==> src/rtl/result_streamer.sv <==
// result_streamer: readout stage of the multicore top level.
// Reads rows of the shared wide data memory (CORE_COUNT lanes of MEM_WIDTH bits)
// and serializes each row, lane 0 first, onto a valid/ready output stream.
// The internal address register drives mem_addr at all times; the top level
// muxes it onto the memory port while this block is busy.
// Optional feature: define RESULT_STREAMER_CHECKSUM_EN to append one checksum word
// (sum of all streamed data words modulo 2^MEM_WIDTH) after the final data word.
module result_streamer #(
  parameter int MEM_WIDTH  = 12,
  parameter int CORE_COUNT = 3,
  parameter int MEM_ADDR   = 11,
  localparam int LANE_W    = (CORE_COUNT > 1) ? $clog2(CORE_COUNT) : 1
) (
  input  logic                            clock,
  input  logic                            reset,
  input  logic                            start,
  input  logic [MEM_ADDR-1:0]             base_addr,
  input  logic [MEM_ADDR:0]               row_count,
  output logic [MEM_ADDR-1:0]             mem_addr,
  input  logic [MEM_WIDTH*CORE_COUNT-1:0] mem_rd_data,
  output logic [MEM_WIDTH-1:0]            out_data,
  output logic [LANE_W-1:0]               out_lane,
  output logic                            out_valid,
  input  logic                            out_ready,
  output logic                            out_last,
  output logic                            busy,
  output logic                            done
);

  localparam logic [LANE_W-1:0] LastLane = LANE_W'(CORE_COUNT - 1);

  typedef enum logic [2:0] {
    StIdle,
    StRead,
    StLatch,
    StSend,
    StDone
`ifdef RESULT_STREAMER_CHECKSUM_EN
    , StChecksum
`endif
  } stateType;

  stateType                      stateReg;
  stateType                      stateNext;
  logic [MEM_ADDR-1:0]           addrReg;
  logic [MEM_ADDR:0]             remaining;
  logic [LANE_W-1:0]             laneReg;
  logic [MEM_WIDTH*CORE_COUNT-1:0] rowBuffer;
  logic [MEM_WIDTH-1:0]          laneWord;
  logic                          lastLane;
  logic                          finalRow;
  logic                          sendFire;
`ifdef RESULT_STREAMER_CHECKSUM_EN
  logic [MEM_WIDTH-1:0]          checksum;
`endif

  assign lastLane = (laneReg == LastLane);
  assign finalRow = (remaining == (MEM_ADDR + 1)'(1));
  assign sendFire = (stateReg == StSend) && out_ready;
  assign mem_addr = addrReg;
  assign busy     = (stateReg != StIdle);
  assign done     = (stateReg == StDone);

  // State register.
  always_ff @(posedge clock) begin
    // NOTE: sequential state uses non-blocking assignments so every flop samples
    // pre-edge values regardless of statement order.
    if (reset) begin
      stateReg <= StIdle;
    end else begin
      stateReg <= stateNext;
    end
  end

  // Next-state decode, lane select and stream outputs.
  always_comb begin
    // NOTE: every output of this block gets a default first, so no path leaves a
    // signal unassigned and no latch is inferred.
    stateNext = stateReg;
    laneWord  = '0;
    out_valid = 1'b0;
    out_data  = '0;
    out_lane  = '0;
    out_last  = 1'b0;

    for (int i = 0; i < CORE_COUNT; i++) begin
      if (laneReg == LANE_W'(i)) begin
        laneWord = rowBuffer[i*MEM_WIDTH +: MEM_WIDTH];
      end
    end

    case (stateReg)
      StIdle: begin
        if (start) begin
          if (row_count == '0) begin
`ifdef RESULT_STREAMER_CHECKSUM_EN
            stateNext = StChecksum;
`else
            stateNext = StDone;
`endif
          end else begin
            stateNext = StRead;
          end
        end
      end
      StRead:  stateNext = StLatch;
      StLatch: stateNext = StSend;
      StSend: begin
        out_valid = 1'b1;
        out_data  = laneWord;
        out_lane  = laneReg;
`ifdef RESULT_STREAMER_CHECKSUM_EN
        out_last  = 1'b0;
`else
        out_last  = lastLane && finalRow;
`endif
        if (out_ready && lastLane) begin
          if (finalRow) begin
`ifdef RESULT_STREAMER_CHECKSUM_EN
            stateNext = StChecksum;
`else
            stateNext = StDone;
`endif
          end else begin
            stateNext = StRead;
          end
        end
      end
`ifdef RESULT_STREAMER_CHECKSUM_EN
      StChecksum: begin
        out_valid = 1'b1;
        out_data  = checksum;
        out_lane  = '0;
        out_last  = 1'b1;
        if (out_ready) begin
          stateNext = StDone;
        end
      end
`endif
      StDone:  stateNext = StIdle;
      default: stateNext = StIdle;
    endcase
  end

  // Address, row counter, lane counter, row buffer and checksum accumulator.
  always_ff @(posedge clock) begin
    if (reset) begin
      addrReg   <= '0;
      remaining <= '0;
      laneReg   <= '0;
      // NOTE: the row buffer is ordinary flops rather than a RAM, so it is cleared
      // here along with the rest of the datapath.
      rowBuffer <= '0;
`ifdef RESULT_STREAMER_CHECKSUM_EN
      checksum  <= '0;
`endif
    end else begin
      case (stateReg)
        StIdle: begin
          if (start) begin
            addrReg   <= base_addr;
            remaining <= row_count;
`ifdef RESULT_STREAMER_CHECKSUM_EN
            checksum  <= '0;
`endif
          end
        end
        StLatch: begin
          rowBuffer <= mem_rd_data;
          laneReg   <= '0;
        end
        StSend: begin
          if (sendFire) begin
`ifdef RESULT_STREAMER_CHECKSUM_EN
            checksum <= checksum + laneWord;
`endif
            if (lastLane) begin
              laneReg   <= '0;
              remaining <= remaining - (MEM_ADDR + 1)'(1);
              addrReg   <= addrReg + MEM_ADDR'(1);
            end else begin
              laneReg <= laneReg + LANE_W'(1);
            end
          end
        end
        default: ;
      endcase
    end
  end

endmodule

==> config.mk <==
export PLATFORM = sky130hd
export DESIGN_NAME = result_streamer
export DESIGN_NICKNAME = d
export VERILOG_FILES = /design/src/rtl/result_streamer.sv
export SDC_FILE = /design/constraint.sdc
export NUM_CORES = 1
export LEC_CHECK = 0
export ABC_AREA = 1
export CORE_AREA = 3 3 102 84
export CTS_CLUSTER_DIAMETER = 30
export DETAILED_ROUTE_END_ITERATION = 8
export DIE_AREA = 0 0 105 87
export PLACE_DENSITY = 0.78
export SYNTH_ARGS = -nofsm -noshare
export SYNTH_HDL_FRONTEND = slang
export SYNTH_SLANG_ARGS = --single-unit
==> constraint.sdc <==
create_clock -name clock -period 2.25 [get_ports clock]
set_clock_uncertainty 0.15 [all_clocks]
set_input_delay 0.225 -clock clock [delete_from_list [all_inputs] [get_ports clock]]
set_output_delay 0.225 -clock clock [all_outputs]
set_load 0.005 [all_outputs]
==> results.md, run 1 <==
### Status
- **result of the run** finished, final reports clean

### Global routing
- **GRT overflow** 0
- **initial antenna violation count** 0
- **number of global-route vias before repair** 3,512
- **pin count of the biggest net entering global routing** 69
- **total routing usage reported by global routing** 21.8%
- **first-pass GRT wire length** 16,200 um

### Place
- **Routability Congestion** 0.874
- **placed instance count** 713
- **Final HPWL DP** 7080 um
- **number of buffers added on ports** 91

### Synth
- **most numerous cell types in the synthesized netlist** 107 x sky130_fd_sc_hd__nand2_1, 72 x sky130_fd_sc_hd__inv_1, 68 x sky130_fd_sc_hd__nor2_1
- **syn_nets** 597
- **Mapped Area** 3420 um2
- **Post-synth EDFFs** 0
- **count leader, synth** sky130_fd_sc_hd__nand2_1
- **post-synth top area share** 37.5%
- **post-synthesis sequential element count** 64
- **asr flop ratio synth** 0%
- **Mapped Avg Cell Area** 6.43 um2
- **most area-consuming cells after synthesis** sky130_fd_sc_hd__dfxtp_1 38%, sky130_fd_sc_hd__nand2_1 12%, sky130_fd_sc_hd__a21oi_1 8.8%, sky130_fd_sc_hd__o21ai_0 8.8%, sky130_fd_sc_hd__inv_1 7.9%
- **Primary FF master, synth** sky130_fd_sc_hd__dfxtp_1
- **register area share after synthesis** 37.5%
- **Synthesis Warnings** 0
- **count of different cell masters after synthesis** 30
- **Synth Instances** 531
- **post-synthesis cell type with the largest combined area** sky130_fd_sc_hd__dfxtp_1

### Finish
- **# nets final** 689
- **non-filler cells in the finished layout** 733
- **proportion of layout cells with a drive suffix above 1** 8.12%
- **count of antenna diodes in the layout** 0
- **P&R area growth vs syn** 38.6%
- **total of fill cells in the finished design** 706

### Worst setup path
- **cell-by-cell trace of the critical path** nor2_4, clkinvlp_4, nor2_1, o21ai_0, inv_1, clkdlybuf4s50_1
- **class of the most critical setup path** flop to output port
- **required arrival time at the worst endpoint** 1.88 ns
- **CP max stage cell** sky130_fd_sc_hd__clkdlybuf4s50_1
- **crit path launch** laneReg[0]
- **critical path's largest stage delay** 0.49 ns
- **peak fanout along the critical path** 5
- **kind of end point of the critical path** output port
- **endpoint arrival time on the critical path** 1.85 ns
- **RR Startpoint** stateReg[2]
- **critical path startpoint category** flop

### Routing
- **number of nets with antenna violations after routing** 0
- **routed wire length per instance** 13.5 um
- **routed vias** 3,756
- **DRC violations left** 0
- **drt initial violations** 282
- **Detailed Route WL** 9930 um
- **DR pass1 iterations** 4
- **DR vias/cell** 5.12

### Timing
- **Setup Total Neg Slack** 0 ns
- **transition time of the tightest slew-check pin** 0.401 ns
- **Final Hold Viols** 0
- **final number of max-transition violations** 0
- **Setup Viol. Count Final** 0
- **maximum operating frequency** 449 MHz
- **relative slew slack** 73.3%
- **final critical-path share of the clock period** 98.9%
- **minimum clock period after layout** 2.23 ns
- **unrepaired setup endpoints after global routing** true

### Power
- **worst voltage drop across the vdd grid** 583 uV
- **power density over the cells** 1210 nW/um2
- **reported leakage power** 1.97 nW

### Hold path
- **worst min path class** flop to flop
- **Hold Startpoint** rowBuffer[20]

### Clock network
- **number of buffers on the longest clock path** 2
- **TritonCTS clock tree** done
- **Clk Latency, worst-skew pair** 0.34 ns
- **count of H-tree levels built during CTS** 3
- **Num CTS Buffers** 9
- **root cell of the clock tree** sky130_fd_sc_hd__clkbuf_8
- **clock sink total** 64
- **CTS clk-pin slew, worst paths** 0.07 ns

### Floorplan
- **initial core utilization** 45.6%
- **die outline width** 105 um
- **Boundary Pins** 92
- **DIE HEIGHT** 87 um
- **core footprint** 7500 um2
- **Die Outline Area** 9140 um2
- **row count** 28

### Run
- **max-cap violations** 0

-- placed cells by master, fill, tap and decap left out, types with 2 or more instances in the layout --
cell and n:
sky130_fd_sc_hd__nand2_1 104, sky130_fd_sc_hd__clkdlybuf4s50_1 86, sky130_fd_sc_hd__inv_1 70, sky130_fd_sc_hd__nor2_1 66
sky130_fd_sc_hd__a21oi_1 60, sky130_fd_sc_hd__dfxtp_1 59, sky130_fd_sc_hd__o21ai_0 57, sky130_fd_sc_hd__nand3_1 25
sky130_fd_sc_hd__o21ai_1 13, sky130_fd_sc_hd__buf_4 12, sky130_fd_sc_hd__o22ai_1 11, sky130_fd_sc_hd__clkbuf_8 9
sky130_fd_sc_hd__inv_4 4, sky130_fd_sc_hd__nor3_1 3, sky130_fd_sc_hd__nand4_1 3, sky130_fd_sc_hd__o31ai_1 3
sky130_fd_sc_hd__ha_1 3, sky130_fd_sc_hd__clkinv_2 3, sky130_fd_sc_hd__dfxtp_4 3, sky130_fd_sc_hd__dlymetal6s2s_1 3
sky130_fd_sc_hd__nor2_4 2, sky130_fd_sc_hd__nand2_4 2, sky130_fd_sc_hd__inv_2 2, sky130_fd_sc_hd__o221ai_1 2
sky130_fd_sc_hd__nand3b_1 2, sky130_fd_sc_hd__bufinv_16 2, sky130_fd_sc_hd__dfxtp_2 2, sky130_fd_sc_hd__dlygate4sd2_1 2
-- stage by stage --
step	hold WS (ns)	utilization [%]	worst slack (ns)	instance area (um2)	power, W
2_1_floorplan	0.239	-	0.702	3420	0.00368
4_1_cts	0.304	62.3	0.000860	4670	0.00564
3_5_place_dp	0.294	59.1	0.227	4430	0.00449
6_report	0.300	63.1	0.0237	4730	0.00572
5_1_grt	0.324	63.1	-0.0681	4730	0.00619
3_3_place_gp	0.292	59.1	0.262	4430	0.00442
-- area by class of cell --
type,count,area (um2),area share (%)
clock inverter,6,83.8,1.77
inverter,76,295,6.24
timing repair buffer,105,1040,21.9
sequential,64,1290,27.4
clock buffer,10,128,2.70
multi-input combinational,366,1760,37.1
timing repair inverter,1,7.51,0.159
tap,105,131,2.78
-- report_power, final --
part	switching, W	total [W]	internal (W)
clock network	0.000451	0.00107	0.000620
registers	0.000325	0.00192	0.00160
logic	0.00165	0.00273	0.00108
total	0.00243	0.00572	0.00329
-- worst max-delay path: cells and delay by family, from the launching register on --
kind                   cells  cell delay, ns
DFF                        1            0.36
and+or+nand+nor            2            0.33
buffers and inverters      3            0.73
AOI/OAI and AO/OA          1            0.10
-- flip-flops by register name, indices dropped and copies added, names as in the netlist --
name,count
stateReg,3
remaining,12
rowBuffer,36
mem_addr,11
laneReg,2
-- layer usage --
layer	GRT usage, %	vias to the layer above	wire, um
li1	-	1901	-
met1	29.9	1694	4520
met2	33.8	145	4370
met3	6.15	16	907
met4	5.96	0	122
met5	0	-	0
-- path summary, 6_finish.rpt --
check / slack, ns / cells after the start / endpoint
setup / recovery: 0.02 / 6 / out_data[6]
hold / removal: 0.30 / 2 / rowBuffer[20]
setup reg to reg: 0.32 / 8 / remaining[5]
hold reg to reg: 0.30 / 2 / rowBuffer[20]
-- cells by family after synthesis --
kind of cell	after synthesis	share of synthesized area (%)
AO/OA/AOI/OAI	151	23.6
buffers and inverters	101	12.1
flip-flops	64	37.5
adder cells (fa/ha/maj)	3	1.10
AND/OR/NAND/NOR	212	25.8
-- timing repair --
action | in CTS | in global routing
buffers inserted | 0 | 2
resized for setup | 17 | 17
setup endpoints to repair | 13 | 10
hold buffers | 0 | 0
pin swaps | 1 | 2
gates cloned | 1 | 1
Note: power is estimated with default switching activity, not from simulation.
==> run 2, diff against run 1 <==
--- a/config.mk
+++ b/config.mk
@@ -11,6 +11,7 @@
 export DETAILED_ROUTE_END_ITERATION = 8
 export DIE_AREA = 0 0 105 87
 export PLACE_DENSITY = 0.78
+export SLEW_MARGIN = 20
 export SYNTH_ARGS = -nofsm -noshare
 export SYNTH_HDL_FRONTEND = slang
 export SYNTH_SLANG_ARGS = --single-unit
==> constraint.sdc (replaced) <==
create_clock -name clock -period 2.9 [get_ports clock]
set_clock_uncertainty 0.15 [all_clocks]
set_input_delay 0.29 -clock clock [delete_from_list [all_inputs] [get_ports clock]]
set_output_delay 0.29 -clock clock [all_outputs]
set_load 0.005 [all_outputs]
==> results.md, run 2 (synthesized netlist as in run 1, its figures left out) <==
### Clock network
- **CTS clk-pin slew, worst paths** 0.07 ns
- **number of setup buffers added after CTS** 0
- **root cell of the clock tree** sky130_fd_sc_hd__clkbuf_8
- **count of H-tree levels built during CTS** 3
- **Num CTS Buffers** 9
- **clock sink total** 64
- **TritonCTS clock tree** done
- **Clk Latency, worst-skew pair** 0.34 ns
- **number of buffers on the longest clock path** 2
- **number of hold buffers added after cts** 0
- **post-CTS sizing** 0

### Power
- **power density over the cells** 929 nW/um2
- **worst voltage drop across the vdd grid** 401 uV
- **Reg power frac** 34.3%
- **reported leakage power** 1.83 nW
- **Internal** 0.00244 W
- **switching share of power** 42.9%
- **sw power** 0.00183 W
- **share of power burned in combinational logic** 46.5%
- **clock network power share** 19.3%

### Finish
- **Final Instance Area** 4590 um2
- **most common cell after layout, fill and taps aside** sky130_fd_sc_hd__nand2_1
- **# nets final** 680
- **count of antenna diodes in the layout** 0
- **max FFs per register** 36
- **proportion of layout cells with a drive suffix above 1** 4.85%
- **Post-Route Utilization** 61.2%
- **commonest non-fill, non-tap cells in the layout** 106 x sky130_fd_sc_hd__nand2_1, 91 x sky130_fd_sc_hd__clkdlybuf4s50_1, 72 x sky130_fd_sc_hd__inv_1
- **register bank with the most flops** rowBuffer
- **P&R area growth vs syn** 34.4%

### Routing
- **routed wire length per instance** 13.5 um
- **Detailed Route WL** 9780 um
- **routed vias** 3,702
- **number of nets with antenna violations after routing** 0
- **DRC violations left** 0
- **DR pass1 iterations** 5
- **DR vias/cell** 5.12
- **drt initial violations** 304

### Hold path
- **worst min path class** flop to flop

### Run
- **max-cap violations** 0

### Global routing
- **GRT overflow** 0
- **pin count of the biggest net entering global routing** 69
- **number of global-route vias before repair** 3,380
- **total routing usage reported by global routing** 21.9%
- **initial antenna violation count** 0
- **first-pass GRT wire length** 16,200 um

### Timing
- **transition time of the tightest slew-check pin** 0.554 ns
- **Final Hold Viols** 0
- **post-route worst setup slack** 0.227 ns
- **minimum clock period after layout** 2.67 ns
- **unrepaired setup endpoints after global routing** false
- **Setup Viol. Count Final** 0
- **final critical-path share of the clock period** 92.2%
- **Setup Total Neg Slack** 0 ns
- **relative slew slack** 63.0%
- **maximum operating frequency** 374 MHz
- **final number of max-transition violations** 0

### Place
- **Routability Congestion** 0.934
- **number of buffers added on ports** 91
- **placed instance area** 4380 um2
- **Final HPWL DP** 7100 um
- **worst slack after detailed placement** 0.631 ns

### Worst setup path
- **class of the most critical setup path** flop to output port
- **peak fanout along the critical path** 10
- **kind of end point of the critical path** output port
- **endpoint arrival time on the critical path** 2.23 ns
- **critical path startpoint category** flop
- **required arrival time at the worst endpoint** 2.46 ns

### Floorplan
- **core footprint** 7500 um2
- **DIE HEIGHT** 87 um
- **Die Outline Area** 9140 um2
- **row count** 28
- **Boundary Pins** 92
- **die outline width** 105 um
- **initial core utilization** 45.6%

### Status
- **result of the run** finished, final reports clean

[run 2: cell types whose count changed in the layout (fill, tap and decap cells not counted), sizes merged]
cell | previous run | this run
clkinvlp | 1 | 2
dlygate4sd2 | 2 | 0
clkdlybuf4s50 | 86 | 91
clkbuf | 10 | 9
inv | 76 | 75
buf | 14 | 6
clkinv | 4 | 3
dlymetal6s2s | 3 | 0
[run 2: layout make-up]
class	count	area [um2]
fillers	702	2910
multi-input cells	366	1730
flip-flops and latches	64	1280
repair buffers	97	956
inverters	76	288
well taps	105	131
clock buffers	9	124
clock inverters	6	85.1
[run 2: critical path, cell delays in order (launching register included)]
cell	delay, ns
sky130_fd_sc_hd__dfxtp_1	0.32
sky130_fd_sc_hd__nor2_1	0.26
sky130_fd_sc_hd__clkinv_1	0.33
sky130_fd_sc_hd__o22ai_1	0.22
sky130_fd_sc_hd__nand2_1	0.07
sky130_fd_sc_hd__o21ai_0	0.12
sky130_fd_sc_hd__clkdlybuf4s50_1	0.56
[run 2: worst paths after layout]
path	from	to	slack, ns	depth (start not counted)
max reg2reg	laneReg[0]	remaining[5]	0.91	9
min	rowBuffer[29]	rowBuffer[29]	0.30	2
min reg2reg	rowBuffer[29]	rowBuffer[29]	0.30	2
max	laneReg[1]	out_data[8]	0.23	6
[run 2: power by group through the flow]
stage,Combinational (W),Clock [W],Sequential (W)
floorplan,0.00144,0,0.00142
detailed placement,0.00195,0,0.00147
finish,0.00198,0.000823,0.00146
global placement,0.00189,0,0.00145
global route,0.00225,0.000879,0.00151
CTS,0.00196,0.000836,0.00145
[run 2: per-stage QoR]
| step | std cells | total power, W | hold slack [ns] |
|---|---|---|---|
| after floorplan | 531 | 0.00286 | 0.275 |
| after global placement | 708 | 0.00334 | 0.289 |
| after detailed placement | 708 | 0.00342 | 0.293 |
| after CTS | 723 | 0.00425 | 0.303 |
| after global routing | 723 | 0.00464 | 0.324 |
| final | 723 | 0.00427 | 0.303 |
[run 2: routing by layer]
metal | up-vias | track usage [%] | wire length, um
li1 | 1877 | - | -
met1 | 1649 | 29.6 | 4570
met5 | - | 0 | 0
met3 | 15 | 7.71 | 834
met4 | 0 | 5.36 | 87
met2 | 161 | 33.7 | 4290
